### src/rtl/jk_seq_pkg.sv
// Shared op codes, widths and FSM encoding for the JK bank sequencer.
// Optional feature macro used by this block: JK_SEQ_ABORT_EN.
package jk_seq_pkg;

  localparam int unsigned OP_W = 3;

  localparam logic [OP_W-1:0] OP_HOLD       = 3'd0;
  localparam logic [OP_W-1:0] OP_SET        = 3'd1;
  localparam logic [OP_W-1:0] OP_CLEAR      = 3'd2;
  localparam logic [OP_W-1:0] OP_TOGGLE     = 3'd3;
  localparam logic [OP_W-1:0] OP_COUNT_UP   = 3'd4;
  localparam logic [OP_W-1:0] OP_COUNT_DOWN = 3'd5;
  localparam logic [OP_W-1:0] OP_SHIFT_L    = 3'd6;
  localparam logic [OP_W-1:0] OP_RSVD       = 3'd7;

  typedef enum logic [1:0] {
    ST_IDLE = 2'd0,
    ST_RUN  = 2'd1,
    ST_DONE = 2'd2
  } state_t;

endpackage

### src/rtl/jk_bank_sequencer_if.sv
// Command/status bundle between a control host and the JK bank sequencer.
// With JK_SEQ_ABORT_EN defined the bundle also carries abort/aborted.
interface jk_bank_sequencer_if #(
  parameter int unsigned WIDTH = 4,
  parameter int unsigned CNT_W = 8
);
  import jk_seq_pkg::*;

  logic             cmd_valid;
  logic             cmd_ready;
  logic [OP_W-1:0]  cmd_op;
  logic [WIDTH-1:0] cmd_mask;
  logic [CNT_W-1:0] cmd_count;
  logic [WIDTH-1:0] Q;
  logic [WIDTH-1:0] Q_bar;
  logic             busy;
  logic             done;
  logic             err;
`ifdef JK_SEQ_ABORT_EN
  logic             abort;
  logic             aborted;
`endif

  modport master (
`ifdef JK_SEQ_ABORT_EN
    output abort,
    input  aborted,
`endif
    output cmd_valid, cmd_op, cmd_mask, cmd_count,
    input  cmd_ready, Q, Q_bar, busy, done, err
  );

  modport slave (
`ifdef JK_SEQ_ABORT_EN
    input  abort,
    output aborted,
`endif
    input  cmd_valid, cmd_op, cmd_mask, cmd_count,
    output cmd_ready, Q, Q_bar, busy, done, err
  );

endinterface

### src/rtl/jk_cell.sv
// Single JK flip-flop with synchronous active-high reset to Q=0.
module jk_cell (
  input  logic CLK,
  input  logic Reset,
  input  logic J,
  input  logic K,
  output logic Q,
  output logic Q_bar
);

  always_ff @(posedge CLK) begin
    if (Reset) begin
      Q <= 1'b0;
    end else begin
      case ({J, K})
        2'b01:   Q <= 1'b0;
        2'b10:   Q <= 1'b1;
        2'b11:   Q <= ~Q;
        default: Q <= Q;
      endcase
    end
  end

  assign Q_bar = ~Q;

endmodule

### src/rtl/jk_bank_sequencer.sv
// Command-driven sequencer driving J/K of a bank of WIDTH JK cells for a repeat count.
// Optional abort path enabled by defining JK_SEQ_ABORT_EN.
module jk_bank_sequencer
  import jk_seq_pkg::*;
#(
  parameter int unsigned WIDTH = 4,
  parameter int unsigned CNT_W = 8
) (
  input logic CLK,
  input logic Reset,
  jk_bank_sequencer_if.slave bus
);

  state_t           state_q, state_d;
  logic [OP_W-1:0]  op_q, op_d;
  logic [WIDTH-1:0] mask_q, mask_d;
  logic [CNT_W-1:0] rem_q, rem_d;
  logic             err_q, err_d;
  logic             abort_hit;

  logic [WIDTH-1:0] q, qb, j, k;
  logic [WIDTH-1:0] run_j, run_k;
  logic [WIDTH-1:0] carry_up, carry_dn, q_shl;

`ifdef JK_SEQ_ABORT_EN
  logic aborted_q, aborted_d;
  assign abort_hit = bus.abort;
`else
  assign abort_hit = 1'b0;
`endif

  // State and command latches
  always_ff @(posedge CLK) begin
    if (Reset) begin
      state_q <= ST_IDLE;
      op_q    <= '0;
      mask_q  <= '0;
      rem_q   <= '0;
      err_q   <= 1'b0;
`ifdef JK_SEQ_ABORT_EN
      aborted_q <= 1'b0;
`endif
    end else begin
      state_q <= state_d;
      op_q    <= op_d;
      mask_q  <= mask_d;
      rem_q   <= rem_d;
      err_q   <= err_d;
`ifdef JK_SEQ_ABORT_EN
      aborted_q <= aborted_d;
`endif
    end
  end

  // Next state, latches and gating of J/K onto the cells
  always_comb begin
    state_d = state_q;
    op_d    = op_q;
    mask_d  = mask_q;
    rem_d   = rem_q;
    err_d   = err_q;
    j       = '0;
    k       = '0;
`ifdef JK_SEQ_ABORT_EN
    aborted_d = 1'b0;
`endif
    case (state_q)
      ST_IDLE: begin
        if (bus.cmd_valid) begin
          state_d = ST_RUN;
          op_d    = bus.cmd_op;
          mask_d  = bus.cmd_mask;
          rem_d   = (bus.cmd_count == '0) ? CNT_W'(1) : bus.cmd_count;
          err_d   = (bus.cmd_op == OP_RSVD);
        end
      end
      ST_RUN: begin
        if (abort_hit) begin
          state_d = ST_DONE;
`ifdef JK_SEQ_ABORT_EN
          aborted_d = 1'b1;
`endif
        end else begin
          j     = run_j;
          k     = run_k;
          rem_d = rem_q - CNT_W'(1);
          if (rem_q == CNT_W'(1)) state_d = ST_DONE;
        end
      end
      ST_DONE: state_d = ST_IDLE;
      default: state_d = ST_IDLE;
    endcase
  end

  // Ripple enables for counting: bit i moves only when all lower bits are 1 (up) or 0 (down)
  always_comb begin : carry_chain
    logic cu;
    logic cd;
    cu = 1'b1;
    cd = 1'b1;
    for (int i = 0; i < int'(WIDTH); i++) begin
      carry_up[i] = cu;
      carry_dn[i] = cd;
      cu = cu & q[i];
      cd = cd & qb[i];
    end
  end

  assign q_shl = q << 1;

  always_comb begin
    run_j = '0;
    run_k = '0;
    case (op_q)
      OP_SET:        run_j = mask_q;
      OP_CLEAR:      run_k = mask_q;
      OP_TOGGLE: begin
        run_j = mask_q;
        run_k = mask_q;
      end
      OP_COUNT_UP: begin
        run_j = mask_q & carry_up;
        run_k = mask_q & carry_up;
      end
      OP_COUNT_DOWN: begin
        run_j = mask_q & carry_dn;
        run_k = mask_q & carry_dn;
      end
      OP_SHIFT_L: begin
        run_j = mask_q & q_shl;
        run_k = mask_q & ~q_shl;
      end
      default: begin
        run_j = '0;
        run_k = '0;
      end
    endcase
  end

  for (genvar gi = 0; gi < int'(WIDTH); gi++) begin : g_cell
    jk_cell u_cell (
      .CLK   (CLK),
      .Reset (Reset),
      .J     (j[gi]),
      .K     (k[gi]),
      .Q     (q[gi]),
      .Q_bar (qb[gi])
    );
  end

  assign bus.Q         = q;
  assign bus.Q_bar     = qb;
  assign bus.cmd_ready = (state_q == ST_IDLE);
  assign bus.busy      = (state_q == ST_RUN);
  assign bus.done      = (state_q == ST_DONE);
  assign bus.err       = err_q;
`ifdef JK_SEQ_ABORT_EN
  assign bus.aborted   = aborted_q;
`endif

endmodule

### src/flat_wrapper.sv
// flat-port wrapper written by rule: the top's interface ports become plain ports
module jk_bank_sequencer_flat import jk_seq_pkg::*;
#(
  parameter int unsigned WIDTH = 4,
  parameter int unsigned CNT_W = 8
)
  (CLK, Reset, bus_cmd_valid, bus_cmd_op, bus_cmd_mask, bus_cmd_count, bus_cmd_ready, bus_Q, bus_Q_bar, bus_busy, bus_done, bus_err);
  jk_bank_sequencer_if #(.WIDTH(WIDTH), .CNT_W(CNT_W)) bus_i ();
  input logic CLK;
  input logic Reset;
  input wire logic [$bits(bus_i.cmd_valid)-1:0] bus_cmd_valid;
  input wire logic [$bits(bus_i.cmd_op)-1:0] bus_cmd_op;
  input wire logic [$bits(bus_i.cmd_mask)-1:0] bus_cmd_mask;
  input wire logic [$bits(bus_i.cmd_count)-1:0] bus_cmd_count;
  output wire logic [$bits(bus_i.cmd_ready)-1:0] bus_cmd_ready;
  output wire logic [$bits(bus_i.Q)-1:0] bus_Q;
  output wire logic [$bits(bus_i.Q_bar)-1:0] bus_Q_bar;
  output wire logic [$bits(bus_i.busy)-1:0] bus_busy;
  output wire logic [$bits(bus_i.done)-1:0] bus_done;
  output wire logic [$bits(bus_i.err)-1:0] bus_err;
  assign bus_i.cmd_valid = bus_cmd_valid;
  assign bus_i.cmd_op = bus_cmd_op;
  assign bus_i.cmd_mask = bus_cmd_mask;
  assign bus_i.cmd_count = bus_cmd_count;
  assign bus_cmd_ready = bus_i.cmd_ready;
  assign bus_Q = bus_i.Q;
  assign bus_Q_bar = bus_i.Q_bar;
  assign bus_busy = bus_i.busy;
  assign bus_done = bus_i.done;
  assign bus_err = bus_i.err;
  jk_bank_sequencer #(.WIDTH(WIDTH), .CNT_W(CNT_W)) u_core (.CLK(CLK), .Reset(Reset), .bus(bus_i));
endmodule
### config.mk
export PLATFORM = sky130hd
export DESIGN_NAME = jk_bank_sequencer_flat
export DESIGN_NICKNAME = d
export VERILOG_FILES = /design/src/rtl/jk_seq_pkg.sv /design/src/rtl/jk_bank_sequencer_if.sv /design/src/rtl/jk_cell.sv /design/src/rtl/jk_bank_sequencer.sv /design/src/flat_wrapper.sv
export SDC_FILE = /design/constraint.sdc
export NUM_CORES = 1
export LEC_CHECK = 0
export CORE_MARGIN = 1.5
export CORE_UTILIZATION = 27
export DETAILED_ROUTE_END_ITERATION = 8
export PLACE_DENSITY = 0.45
export SYNTH_ARGS = -nofsm -noshare
export SYNTH_HDL_FRONTEND = slang
export SYNTH_SLANG_ARGS = --single-unit
### constraint.sdc
create_clock -name CLK -period 2.2 [get_ports CLK]
set_clock_uncertainty 0.2 [all_clocks]
set_input_delay 0.55 -clock CLK [delete_from_list [all_inputs] [get_ports CLK]]
set_output_delay 0.55 -clock CLK [all_outputs]
set_load 0.01 [all_outputs]
==> results_dict.tcl <==
set metrics [dict create \
    status "complete, no violations" \
    syn_area_mm2 0.00130 \
    drt_first_pass_iters 5 \
    grt.busiest_layer "met2" \
    switching_power_mw 0.293 \
    cts.root.buffer_cell "clkbuf_8" \
    cts_num_sinks 22 \
    met3_resource_use_gr_pct 2.64 \
    gp_congestion 0.779 \
    power_density_mw_per_mm2 599 \
    place.port_buffers 29 \
    grt_pass1_wl_um 5740 \
    leakage_nw 0.616 \
    die_h_um 72.5 \
    power.share.switching_pct 29.1 \
    route.antenna.remaining_nets 0 \
    first_global_vias 1287 \
    worst-setup-path-type "reg -> out" \
    row_count 25 \
    yosys-top-cells-area "dfxtp_1 (34%), nand2_1 (6.9%), a21oi_1 (6.5%)" \
    drt-total-wl_um 3460 \
    holdCritPathClass "reg -> reg" \
    crit_chain "clkdlybuf4s50_1" \
    route.vias.total 1309 \
    yosysTopAreaCellShare_pct 33.8 \
    ctsHtreeMaxLevel 1 \
    largest_net_degree_at_the_start_of_global_routing 16 \
    slew-limit-headroom_pct 55.6 \
    worst_ep_arrival_time_ns 1.37 \
    achievable-frequency_mhz 472 \
    min_period_over_period_pct 96.4 \
    synth_largest_area_cell "dfxtp_1" \
    synthCells 172 \
    critPathCapture "bus_Q[1]" \
    coreArea_mm2 0.00469 \
    final.setup.worst_slack_ns 0.0796 \
    antenna-diode-count 0 \
    path_delay_family "buffers and inverters" \
    drive_gt1_share_pct 10.7 \
    grtUsageTotal_pct 13.9 \
    reg2regPathDepth 4 \
    seqPwrFrac_pct 47.4 \
    viasPerCell 5.22 \
    avgRoutedWirePerCell_um 13.8 \
    clk_pin_slew_worst_paths_ns 0.07 \
    cp_data_required_time_ns 1.45 \
    synth_cell_types 41 \
    place_ws_ns -0.00607 \
    timing.critical_path.slowest_cell_delay_ns 0.60 \
    hold_vio_cnt_final 0 \
    cts_made_buffers 3 \
    power_report.internal_total_mw 0.715 \
    clock_tree_from_tritoncts "done" \
    yosys_warnings 0 \
    max_slew.worst_pin.slew_ns 0.660 \
    grt_overflow 0 \
    num_io_pins 30 \
    ir_drop_worst_case_vdd_mv 0.210 \
    floorplan.initialDensity_pct 27.8 \
    leading_cell_type_in_the_layout_fill_and_taps_excluded "clkdlybuf4s50_1" \
    worst-path-max-fanout 10 \
    worstSkewPairLatency_ns 0.26 \
    synth.net_count 192 \
    count_of_buffering_cells_on_the_critical_path_with_inverters_included 1 \
    max_cap_violations 0 \
    period_minus_slack_ns 2.12 \
    critical_path.reg2reg.endpoint "u_core.g_cell[3].u_cell.Q" \
    number_of_antenna_violations_at_the_first_check_in_global_routing 0 \
    final_net_count 218 \
    r2r_slack_ns 0.40 \
    drt_iter0_drc 90 \
    die_w_um 72.5 \
    floorplan.die_area_mm2 0.00525 \
    timing.hold.ws_ns 0.253 \
    cts.path.max_buffers 2 \
    post_cts_buffers 0 \
    synth-seq-area-share_pct 33.8 \
    dpl.cell_count 247 \
    setup_repair_after_global_routing_missed_its_margin "no" \
    detail_route.drc_violations 0 \
    instances_no_fill 251 \
    crit_start "u_core.g_cell[1].u_cell.Q" \
    critical-path-slowest-cell "clkdlybuf4s50_1" \
    start_kind "flip-flop" \
    area_growth_from_synthesis_to_layout_pct 29.3 \
    setup_violations 0 \
    worstSetupEndpointType "output pin" \
    clockPowerShare_pct 28.2 \
    detailed_place_hpwl_um 2610 \
    global_route.usage.met1_pct 17.0 \
    most-common-layout-cells "clkdlybuf4s50_1 (28), nand2_1 (24), dfxtp_1 (20)" \
    report.final.slew_viol_count 0 \
    syn_area_per_cell_um2 7.57 \
    p_total_mw 1.01 \
    r2r-start "u_core.op_q[2]" \
    synth-seq-cells 22 \
    combPwrFrac_pct 24.3 \
    critical_path_cell_count 1 \
    grt.met2_usage_pct 24.5 \
]
[flip-flops by register name, summed over array words and instances, names as in the netlist]
| name | flops |
|---|---|
| u_core.op_q | 3 |
| u_core.g_cell.u_cell.Q | 4 |
| u_core.rem_q | 8 |
| u_core.state_q | 2 |
| u_core.mask_q | 4 |
| u_core.bus.err | 1 |
[power groups by stage]
stage | Sequential [mW] | Combinational [mW] | Clock [mW]
after floorplan | 0.466 | 0.160 | 0
after global placement | 0.485 | 0.243 | 0
after detailed placement | 0.487 | 0.247 | 0
after CTS | 0.479 | 0.248 | 0.296
after global routing | 0.485 | 0.271 | 0.318
final | 0.478 | 0.246 | 0.285
[cell families after synthesis]
kind of cell	count (synthesis)	synth area share (%)
compound gates	44	21.4
fa+ha+maj	2	1.92
simple gates	79	32.1
flops	22	33.8
buf+inv	25	10.8
[worst reg2reg max path, cell delays in order, from the launching register on]
cell	delay, ns
dfxtp_1	0.59
nor2b_1	0.33
o211ai_1	0.17
a211o_1	0.31
a31oi_1	0.13
[layer usage]
metal  share of wire, %  vias to the layer above
met2                 49                       29
met1                 45                      620
li1                   -                      656
met4                1.0                        0
met5                  0                        -
met3                4.3                        4
[what timing repair did]
action / in CTS / in global routing
hold buffers: 0 / 0
setup endpoints to repair: 2 / 1
resized for setup: 2 / 1
gates cloned: 0 / 0
endpoints found under the hold margin: 0 / 0
[stage by stage]
step | utilization (%) | TNS [ns] | instance area, um^2
after detailed placement | 34.6 | -0.00796 | 1620
after floorplan | - | 0 | 1300
final | 35.9 | 0 | 1680
after global placement | 34.6 | 0 | 1620
after global routing | 35.9 | 0 | 1680
after CTS | 35.8 | 0 | 1680
[synth_stat cells (all sizes together)]
library cell  count
nor4              3
nor3b             2
o211a             1
nor2b             7
nand3b            2
nor3              6
or3b              1
a22oi             1
buf              15
nand2            24
dfxtp            22
nand4             3
clkbuf            3
a31oi             6
or3               1
a21oi            17
o311ai            1
o31ai             1
and4b             2
nand3             7
o211ai            2
a2bb2oi           1
a211oi            1
a211o             1
a222oi            1
nor4b             2
a221oi            2
nor2             16
a2111oi           1
and3b             1
a22o              1
ha                2
nand2b            2
inv               7
o21ai             6
o21a              1
[area by class of cell]
cell class,count,area (um^2)
fillers,521,3010
flip-flops and latches,22,443
repair buffers,39,368
well taps,54,67.6
multi-input cells,125,722
clock buffers,4,55.1
inverters,7,28.8
[how the worst min path moves through the flow]
| stage | slack [ns] | cells past startpoint | end | from |
|---|---|---|---|---|
| after floorplan | 0.24 | 2 | u_core.mask_q[1] | u_core.mask_q[1] |
| after global placement | 0.24 | 2 | u_core.bus.err | u_core.bus.err |
| after detailed placement | 0.25 | 2 | u_core.bus.err | u_core.bus.err |
| after CTS | 0.26 | 2 | u_core.bus.err | u_core.bus.err |
| after global routing | 0.29 | 2 | u_core.bus.err | u_core.bus.err |
| final | 0.25 | 2 | u_core.bus.err | u_core.bus.err |
No activity file was read; power rests on OpenSTA's default activity.
